`src/rtl/noise_beat_player.sv`:
```
// Beat sequencer and enveloped LFSR noise voice for the drum/noise track.
// Beat index feeds an external pattern decider whose is_noise gates the envelope.
module noise_beat_player #(
    parameter int unsigned BEAT_DIV   = 12_500_000,
    parameter int unsigned BEAT_LEN   = 64,
    parameter int unsigned SAMPLE_DIV = 2272,
    parameter logic [15:0] LFSR_SEED  = 16'hACE1,
    parameter int unsigned AMP_SHIFT  = 3
) (
    input  logic        clk,
    input  logic        rst_n,
    input  logic        en,
    input  logic        restart,
    input  logic        is_noise,
    output logic [11:0] ibeatNum,
    output logic        beat_tick,
    output logic [15:0] sample,
    output logic        active
);

    localparam int unsigned BDW = (BEAT_DIV > 1) ? $clog2(BEAT_DIV) : 1;
    localparam int unsigned SDW = (SAMPLE_DIV > 1) ? $clog2(SAMPLE_DIV) : 1;
    localparam logic [BDW-1:0] BEAT_LAST   = BDW'(BEAT_DIV - 1);
    localparam logic [SDW-1:0] SAMPLE_LAST = SDW'(SAMPLE_DIV - 1);
    localparam logic [11:0]    BEAT_MAX    = 12'(BEAT_LEN - 1);
    localparam logic [15:0]    LFSR_MASK   = 16'hB400;

    typedef enum logic [1:0] {
        ST_IDLE    = 2'd0,
        ST_ATTACK  = 2'd1,
        ST_SUSTAIN = 2'd2,
        ST_RELEASE = 2'd3
    } env_state_t;

    function automatic logic [3:0] gain_up(input logic [3:0] g);
        return (g == 4'd15) ? 4'd15 : g + 4'd1;
    endfunction

    function automatic logic [3:0] gain_down(input logic [3:0] g);
        return (g == 4'd0) ? 4'd0 : g - 4'd1;
    endfunction

    logic [BDW-1:0] beat_cnt_r;
    logic [11:0]    beat_r;
    logic           beat_tick_r;
    logic           beat_wrap_s;

    logic [SDW-1:0] sample_cnt_r;
    logic           stick_s;

    logic [15:0]    lfsr_r;
    logic [15:0]    lfsr_shift_s;
    logic [15:0]    lfsr_next_s;

    env_state_t     state_r;
    env_state_t     state_next_s;
    logic [3:0]     gain_r;
    logic [3:0]     gain_next_s;
    logic           go_s;

    logic signed [15:0] nv_s;
    logic signed [20:0] nv_ext_s;
    logic signed [20:0] gain_ext_s;
    logic signed [20:0] prod_s;
    logic [15:0]        sample_next_s;
    logic               active_next_s;
    logic [15:0]        sample_r;
    logic               active_r;

    assign beat_wrap_s = en && (beat_cnt_r == BEAT_LAST);
    assign stick_s     = (sample_cnt_r == SAMPLE_LAST);
    assign go_s        = is_noise && en;

    assign ibeatNum  = beat_r;
    assign beat_tick = beat_tick_r;
    assign sample    = sample_r;
    assign active    = active_r;

    // Beat divider, beat index and beat pulse; restart overrides a coincident wrap
    always_ff @(posedge clk or negedge rst_n) begin
        if (!rst_n) begin
            beat_cnt_r  <= '0;
            beat_r      <= 12'd0;
            beat_tick_r <= 1'b0;
        end else if (restart) begin
            beat_cnt_r  <= '0;
            beat_r      <= 12'd0;
            beat_tick_r <= 1'b0;
        end else if (beat_wrap_s) begin
            beat_cnt_r  <= '0;
            beat_r      <= (beat_r == BEAT_MAX) ? 12'd0 : beat_r + 12'd1;
            beat_tick_r <= 1'b1;
        end else if (en) begin
            beat_cnt_r  <= beat_cnt_r + BDW'(1);
            beat_tick_r <= 1'b0;
        end else begin
            beat_tick_r <= 1'b0;
        end
    end

    // Free-running sample-rate divider, independent of en so releases finish while paused
    always_ff @(posedge clk or negedge rst_n) begin
        if (!rst_n) begin
            sample_cnt_r <= '0;
        end else if (stick_s) begin
            sample_cnt_r <= '0;
        end else begin
            sample_cnt_r <= sample_cnt_r + SDW'(1);
        end
    end

    // Galois LFSR next value with a guard against the all-zero lock-up state
    always_comb begin
        lfsr_shift_s = {1'b0, lfsr_r[15:1]} ^ (lfsr_r[0] ? LFSR_MASK : 16'h0000);
        if (lfsr_shift_s == 16'h0000) begin
            lfsr_next_s = LFSR_SEED;
        end else begin
            lfsr_next_s = lfsr_shift_s;
        end
    end

    // LFSR register, advanced once per sample tick
    always_ff @(posedge clk or negedge rst_n) begin
        if (!rst_n) begin
            lfsr_r <= LFSR_SEED;
        end else if (stick_s) begin
            lfsr_r <= lfsr_next_s;
        end else begin
            lfsr_r <= lfsr_r;
        end
    end

    // Envelope state register
    always_ff @(posedge clk or negedge rst_n) begin
        if (!rst_n) begin
            state_r <= ST_IDLE;
            gain_r  <= 4'd0;
        end else begin
            state_r <= state_next_s;
            gain_r  <= gain_next_s;
        end
    end

    // Envelope next state and gain; ramps resume from the current gain in either direction
    always_comb begin
        state_next_s = state_r;
        gain_next_s  = gain_r;
        if (stick_s) begin
            case (state_r)
                ST_IDLE: begin
                    if (go_s) begin
                        state_next_s = ST_ATTACK;
                        gain_next_s  = 4'd1;
                    end else begin
                        state_next_s = ST_IDLE;
                        gain_next_s  = 4'd0;
                    end
                end
                ST_ATTACK, ST_RELEASE: begin
                    if (go_s) begin
                        gain_next_s  = gain_up(gain_r);
                        state_next_s = (gain_up(gain_r) == 4'd15) ? ST_SUSTAIN : ST_ATTACK;
                    end else begin
                        gain_next_s  = gain_down(gain_r);
                        state_next_s = (gain_down(gain_r) == 4'd0) ? ST_IDLE : ST_RELEASE;
                    end
                end
                ST_SUSTAIN: begin
                    if (go_s) begin
                        state_next_s = ST_SUSTAIN;
                        gain_next_s  = 4'd15;
                    end else begin
                        state_next_s = ST_RELEASE;
                        gain_next_s  = 4'd14;
                    end
                end
                default: begin
                    state_next_s = ST_IDLE;
                    gain_next_s  = 4'd0;
                end
            endcase
        end else begin
            state_next_s = state_r;
            gain_next_s  = gain_r;
        end
    end

    // Output decode: scaled noise times the gain taking effect on this tick
    always_comb begin
        nv_s       = $signed(lfsr_r) >>> AMP_SHIFT;
        nv_ext_s   = {{5{nv_s[15]}}, nv_s};
        gain_ext_s = {17'd0, gain_next_s};
        prod_s     = nv_ext_s * gain_ext_s;
        active_next_s = (state_next_s != ST_IDLE);
        if (stick_s) begin
            sample_next_s = prod_s[19:4];
        end else begin
            sample_next_s = sample_r;
        end
    end

    // Registered audio sample and activity flag
    always_ff @(posedge clk or negedge rst_n) begin
        if (!rst_n) begin
            sample_r <= 16'h0000;
            active_r <= 1'b0;
        end else begin
            sample_r <= sample_next_s;
            active_r <= active_next_s;
        end
    end

endmodule

```
`config.mk`:
```
export PLATFORM = sky130hd
export DESIGN_NAME = noise_beat_player
export DESIGN_NICKNAME = d
export VERILOG_FILES = /design/src/rtl/noise_beat_player.sv
export SDC_FILE = /design/constraint.sdc
export NUM_CORES = 1
export LEC_CHECK = 0
export ABC_AREA = 1
export CAP_MARGIN = 5
export CORE_MARGIN = 2
export CORE_UTILIZATION = 45
export DETAILED_ROUTE_END_ITERATION = 10
export REMOVE_ABC_BUFFERS = 1
export SYNTH_ARGS = -nofsm -noshare
export SYNTH_HDL_FRONTEND = slang
export SYNTH_SLANG_ARGS = --single-unit
```
`constraint.sdc`:
```
create_clock -name clk -period 7.7 [get_ports clk]
set_input_delay 1.155 -clock clk [delete_from_list [all_inputs] [get_ports clk]]
set_output_delay 1.155 -clock clk [all_outputs]
set_load 0.005 [all_outputs]
```
# --- After elaboration in Yosys (flattened, before gate mapping) ---
# Cells that the tools add are included.
totals:
  regBits: 88
  input_bits: 5
  output_inout_bits: 30
  elab_cells: 59
op_classes:
  multipliers: 1
  bitwise: 1
  muxes: 25
  eq_ne: 8
  add_sub_neg: 5
  reduce_logical: 10
ops:
  columns: ["operator", "count"]
  rows:
  - ["$mux 24", 3]
  - ["$mux 12", 4]
  - ["$mux 16", 2]
  - ["$add 12x1->12 const B", 2]
  - ["$add 24x1->24 const B", 1]
  - ["$eq 24x24->1 const B", 1]
  - ["$mul 13x5->18", 1]
  - ["$logic_not 16->1", 1]
  - ["$mux 4", 4]
  - ["$xor 15x16->16", 1]
  - ["$eq 12x12->1 const B", 1]
  - ["$eq 12x6->1 const B", 1]
  - ["$pmux 4 s3", 1]
  - ["$eq 4x4->1 const B", 2]
  - ["$logic_not 4->1", 2]
  - ["$mux 2", 4]
  - ["$mux 1", 6]
  - ["$pmux 2 s3", 1]
  - ["$add 4x1->4 const B", 1]
  - ["$eq 2x2->1 const B", 2]
  - ["$reduce_bool 2->1", 2]
  - ["$sub 4x1->4 const B", 1]
  - ["$reduce_bool 3->1", 1]
  - ["$eq 2x1->1 const B", 1]
  - ["other kinds (3)", 4]

# --- Depth between registers and ports, before layout ---
depth:
  depth_word: 8
  depth_mapped: 30
  ltp_nobuf: 29

# --- Least setup slack after synthesis ---
# Ideal clock, no wire load.
synth_path:
  path_type: "input port to flip-flop"
  start: "in en"
  end: "reg sample_r[12], in the netlist sample[12]"
  path_buffers: 1
  setup_ns: 0.118
  t_arrival_ns: 4.697
  required_ns: 7.582
  path_stages: 21
  setup_slack_ns: 2.885
  path_cell_list: "nand2_1 -> a21oi_1 -> o21ai_0 -> o211ai_1 -> nand2_1 -> o21ai_0 -> inv_1 -> clkbuf_1 -> nor2_1 -> ha_1 -> fa_1 -> inv_1 -> fa_1 -> inv_1 -> ha_1 -> a21oi_1 -> o21ai_0 -> a221oi_1 -> nand3_1 -> nand3_1 -> nand2_1"
synth_via:
  elab_chain_cells: 5
  word_cells_on_any_way: 7
  cone_classes: "mul (1); mux (5); reduce/logical (1)"
synth_lines:
  columns: ["element", "line_no", "text"]
  rows:
  - ["start: declaration", "12", "input logic en,"]
  - ["$logic_and 1x1->1", "72", "assign go_s = is_noise && en;"]
  - ["$mux 4", "160", "if (go_s) begin"]
  - ["$pmux 4 s3", "149", "case (state_r)"]
  - ["$mux 4", "148", "if (stick_s) begin"]
  - ["named net gain_next_s[2]", "58", "logic [3:0] gain_next_s;"]
  - ["$mul 13x5->18", "193", "prod_s = nv_ext_s * gain_ext_s;"]
  - ["end signal: assignment", "208", "sample_r <= sample_next_s;"]
  - ["end: declaration", "67", "logic [15:0] sample_r;"]
# The timed path passes the listed nets, and every way through them passes these cells.
# A chain may end at the register's enable or synchronous reset.

# --- Worst setup path in the final report ---
layout_path:
  start: "in en"
  end: "reg sample_r[14], in the netlist sample[14]"
# The elaborated chain is that of the path after synthesis.

==> qor.yml <==
run_status:
  outcome: "finished, final reports clean"
yosys:
  synth.area.mux_share_pct: 0
  synth-seq-cells: 86
  synth.top_cell.area_share_pct: 30.4
  postSynthCellCount: 841
  synth-xor-area-share_pct: 2.59
  netlist_top_cells_area: "dfrtp_1, nand2_1, inv_1"
  synth.cell_area_mm2: 0.00642
  ys.flop_type: "dfrtp_1"
  ys.warnings.count: 0
  synth_compound_area_share_pct: 10.8
  synth-simple-area-share_pct: 27.5
  yosysTopAreaCell: "dfrtp_1"
  synthAdderAreaFrac_pct: 15.3
  synth_seq_area_share_pct: 33.7
  synth_common_cells: "nand2_1, inv_1, nor2_1"
  synth.most_common_cell: "nand2_1"
  synth_edf_count: 0
  yosys.cell_types.count: 49
  synth_top_family_by_area: "simple AND/OR/NAND/NOR gates"
  avgSynthCellArea_um2: 7.63
  synthArstFlopShare_pct: 100
floorplan:
  die_w_um: 123
  start_util_pct: 46.2
  fp.dieArea_mm2: 0.0152
  core_area_mm2: 0.0139
  rows: 43
  pin_count: 35
  die_h_um: 123
worst_setup_path:
  start_kind: "primary input"
  criticalPathCategory: "in2reg"
  crit_arrival_ns: 5.67
  cp-end-kind: "flip-flop"
  required_ns: 7.94
  path_max_fanout: 13
sta:
  fin_crit_ns: 5.43
  slew-limit-headroom_pct: 31.3
  final-hold-violation-count: 0
  clock_skew_ns: 0.00540
  max_freq_ghz: 0.184
  rsz0062_at_grt: "false"
  tns_ns: 0
  period_share_pct: 70.6
  slew_violations: 0
  tightest_slew_ns: 1.02
  setup_viol: 0
drt:
  wl_per_cell_um: 14.1
  drtPass1Iterations: 5
  routed_wl_mm: 14.9
  detail_route.iter0.violations: 350
  ant_nets: 0
  via_count: 5544
  viasPerCell: 5.23
  drc: 0
clock_network:
  cts_setup_buffers: 0
  clockBufferDepth: 2
  numCtsBuffers: 9
  cts_resized: 0
  cts_hold_buf: 0
  clk_pin_slew_ns: 0.06
  tritoncts: "done"
  clock_latency_ns: 0.35
  htree_levels: 3
  root_buffer: "clkbuf_16"
  clkSinkCount: 86
placement:
  numPortBuffers: 34
  placed_cell_area_mm2: 0.00694
  gp_congestion: 0.869
  hpwl_mm: 11.8
grt:
  grt_pass1_vias: 5619
  grt_start_max_net_pins: 52
  grt_antenna_before_repair: 0
  grt_usage_pct: 21.3
  grt_pass1_wl_mm: 25.7
  overflow: 0
power:
  vdd_drop_max_uv: 101
  p_per_area_mw_per_mm2: 122
  p_leak_uw: 0.00359
final_layout:
  area_delta_synth_final_pct: 12.3
  fin_nets: 943
  drive_gt1_share_pct: 7.50
  fin_util_pct: 51.9
  antennaDiodeCount: 0
  final_area_mm2: 0.00721
worst_hold_path:
  hold_path_class: "reg2reg"
flow_run:
  maxCapViolCount: 0
-- worst max-delay path, cell delays in order --
cell and delay (ns):
clkdlybuf4s50_1 0.58, nand2_1 0.21, a21oi_1 0.15, o21ai_0 0.12, o211ai_1 0.10, nand2_1 0.06, o21ai_0 0.11, inv_1 0.25
nor2_1 0.25, ha_1 0.29, fa_1 0.52, inv_1 0.06, fa_1 0.51, inv_1 0.04, ha_1 0.33, a21oi_1 0.22
o21bai_1 0.09, a221oi_1 0.34, nand3_1 0.12, nand3_1 0.10, nand2_1 0.06
-- stage by stage --
| stage | cells | worst slack (ns) | power, µW | hold slack, ns |
|---|---|---|---|---|
| 6_report | 1060 | 2.27 | 880 | 0.465 |
| 5_1_grt | 1060 | 1.85 | 914 | 0.501 |
| 4_1_cts | 1060 | 2.27 | 894 | 0.470 |
| 3_5_place_dp | 1044 | 1.91 | 487 | 0.462 |
| 3_3_place_gp | 1044 | 2.02 | 487 | 0.447 |
| 2_1_floorplan | 827 | 3.00 | 471 | 0.433 |
-- placed cells by master, fill, tap and decap left out, types with 7 or more instances in the layout --
cell type	count
nand2_1	153
clkdlybuf4s50_1	33
a21oi_1	33
ha_1	37
nand2_2	9
o21ai_1	8
nor2_1	101
dfstp_2	8
fa_1	26
inv_2	8
nand3_1	46
dfrtp_1	78
o21ai_0	54
nand4_1	15
inv_1	146
xnor2_1	7
nor3_1	21
nor4_1	12
clkbuf_16	9
xor2_1	12
-- final cells by class --
| cell class | count | area [µm²] |
|---|---|---|
| fillers | 1373 | 6670 |
| multi-input cells | 586 | 3610 |
| flip-flops and latches | 86 | 2160 |
| inverters | 155 | 582 |
| repair buffers | 37 | 360 |
| clock buffers | 13 | 250 |
| well taps | 180 | 225 |
| clock inverters | 3 | 20.0 |
-- metal layers --
layer / wire (µm) / GRT usage, % / vias up
met5: 0 / 0 / -
met4: 341 / 6.89 / 0
met3: 451 / 4.57 / 26
met2: 7410 / 37.2 / 97
met1: 6720 / 26.2 / 2652
li1: - / - / 2769
-- state kept, by name, indices dropped and copies added (netlist names) --
name	flops
ibeatNum	12
lfsr_r	16
beat_tick	1
state_r	2
active	1
gain_r	4
sample	14
sample_cnt_r	12
beat_cnt_r	24
-- worst paths after layout --
| check | from | end | slack [ns] | cells after the start |
|---|---|---|---|---|
| setup / recovery | en | sample[14]$_DFFE_PN0N_ | 2.27 | 21 |
| hold / removal | sample_cnt_r[0]$_DFF_PN0_ | sample_cnt_r[0]$_DFF_PN0_ | 0.46 | 1 |
| setup reg to reg | gain_r[0]$_DFF_PN0_ | sample[14]$_DFFE_PN0N_ | 2.82 | 23 |
| hold reg to reg | sample_cnt_r[0]$_DFF_PN0_ | sample_cnt_r[0]$_DFF_PN0_ | 0.46 | 1 |
| max in group asynchronous | rst_n | sample[7]$_DFFE_PN0N_ | 5.90 | 2 |
| min in group asynchronous | rst_n | sample_cnt_r[7]$_DFF_PN0_ | 0.76 | 1 |
-- cell families (layout without fill, tap and decap cells) --
group,count (synthesis),after routing
flops,86,86
xor+xnor,19,19
simple gates,383,383
buf+inv,169,208
compound gates,121,121
fa+ha+maj,63,63
-- power by group --
part	switching, µW	internal, µW
logic	18.1	5.36
clock network	175	227
registers	1.41	453
Note: power is estimated with default switching activity, not from simulation.
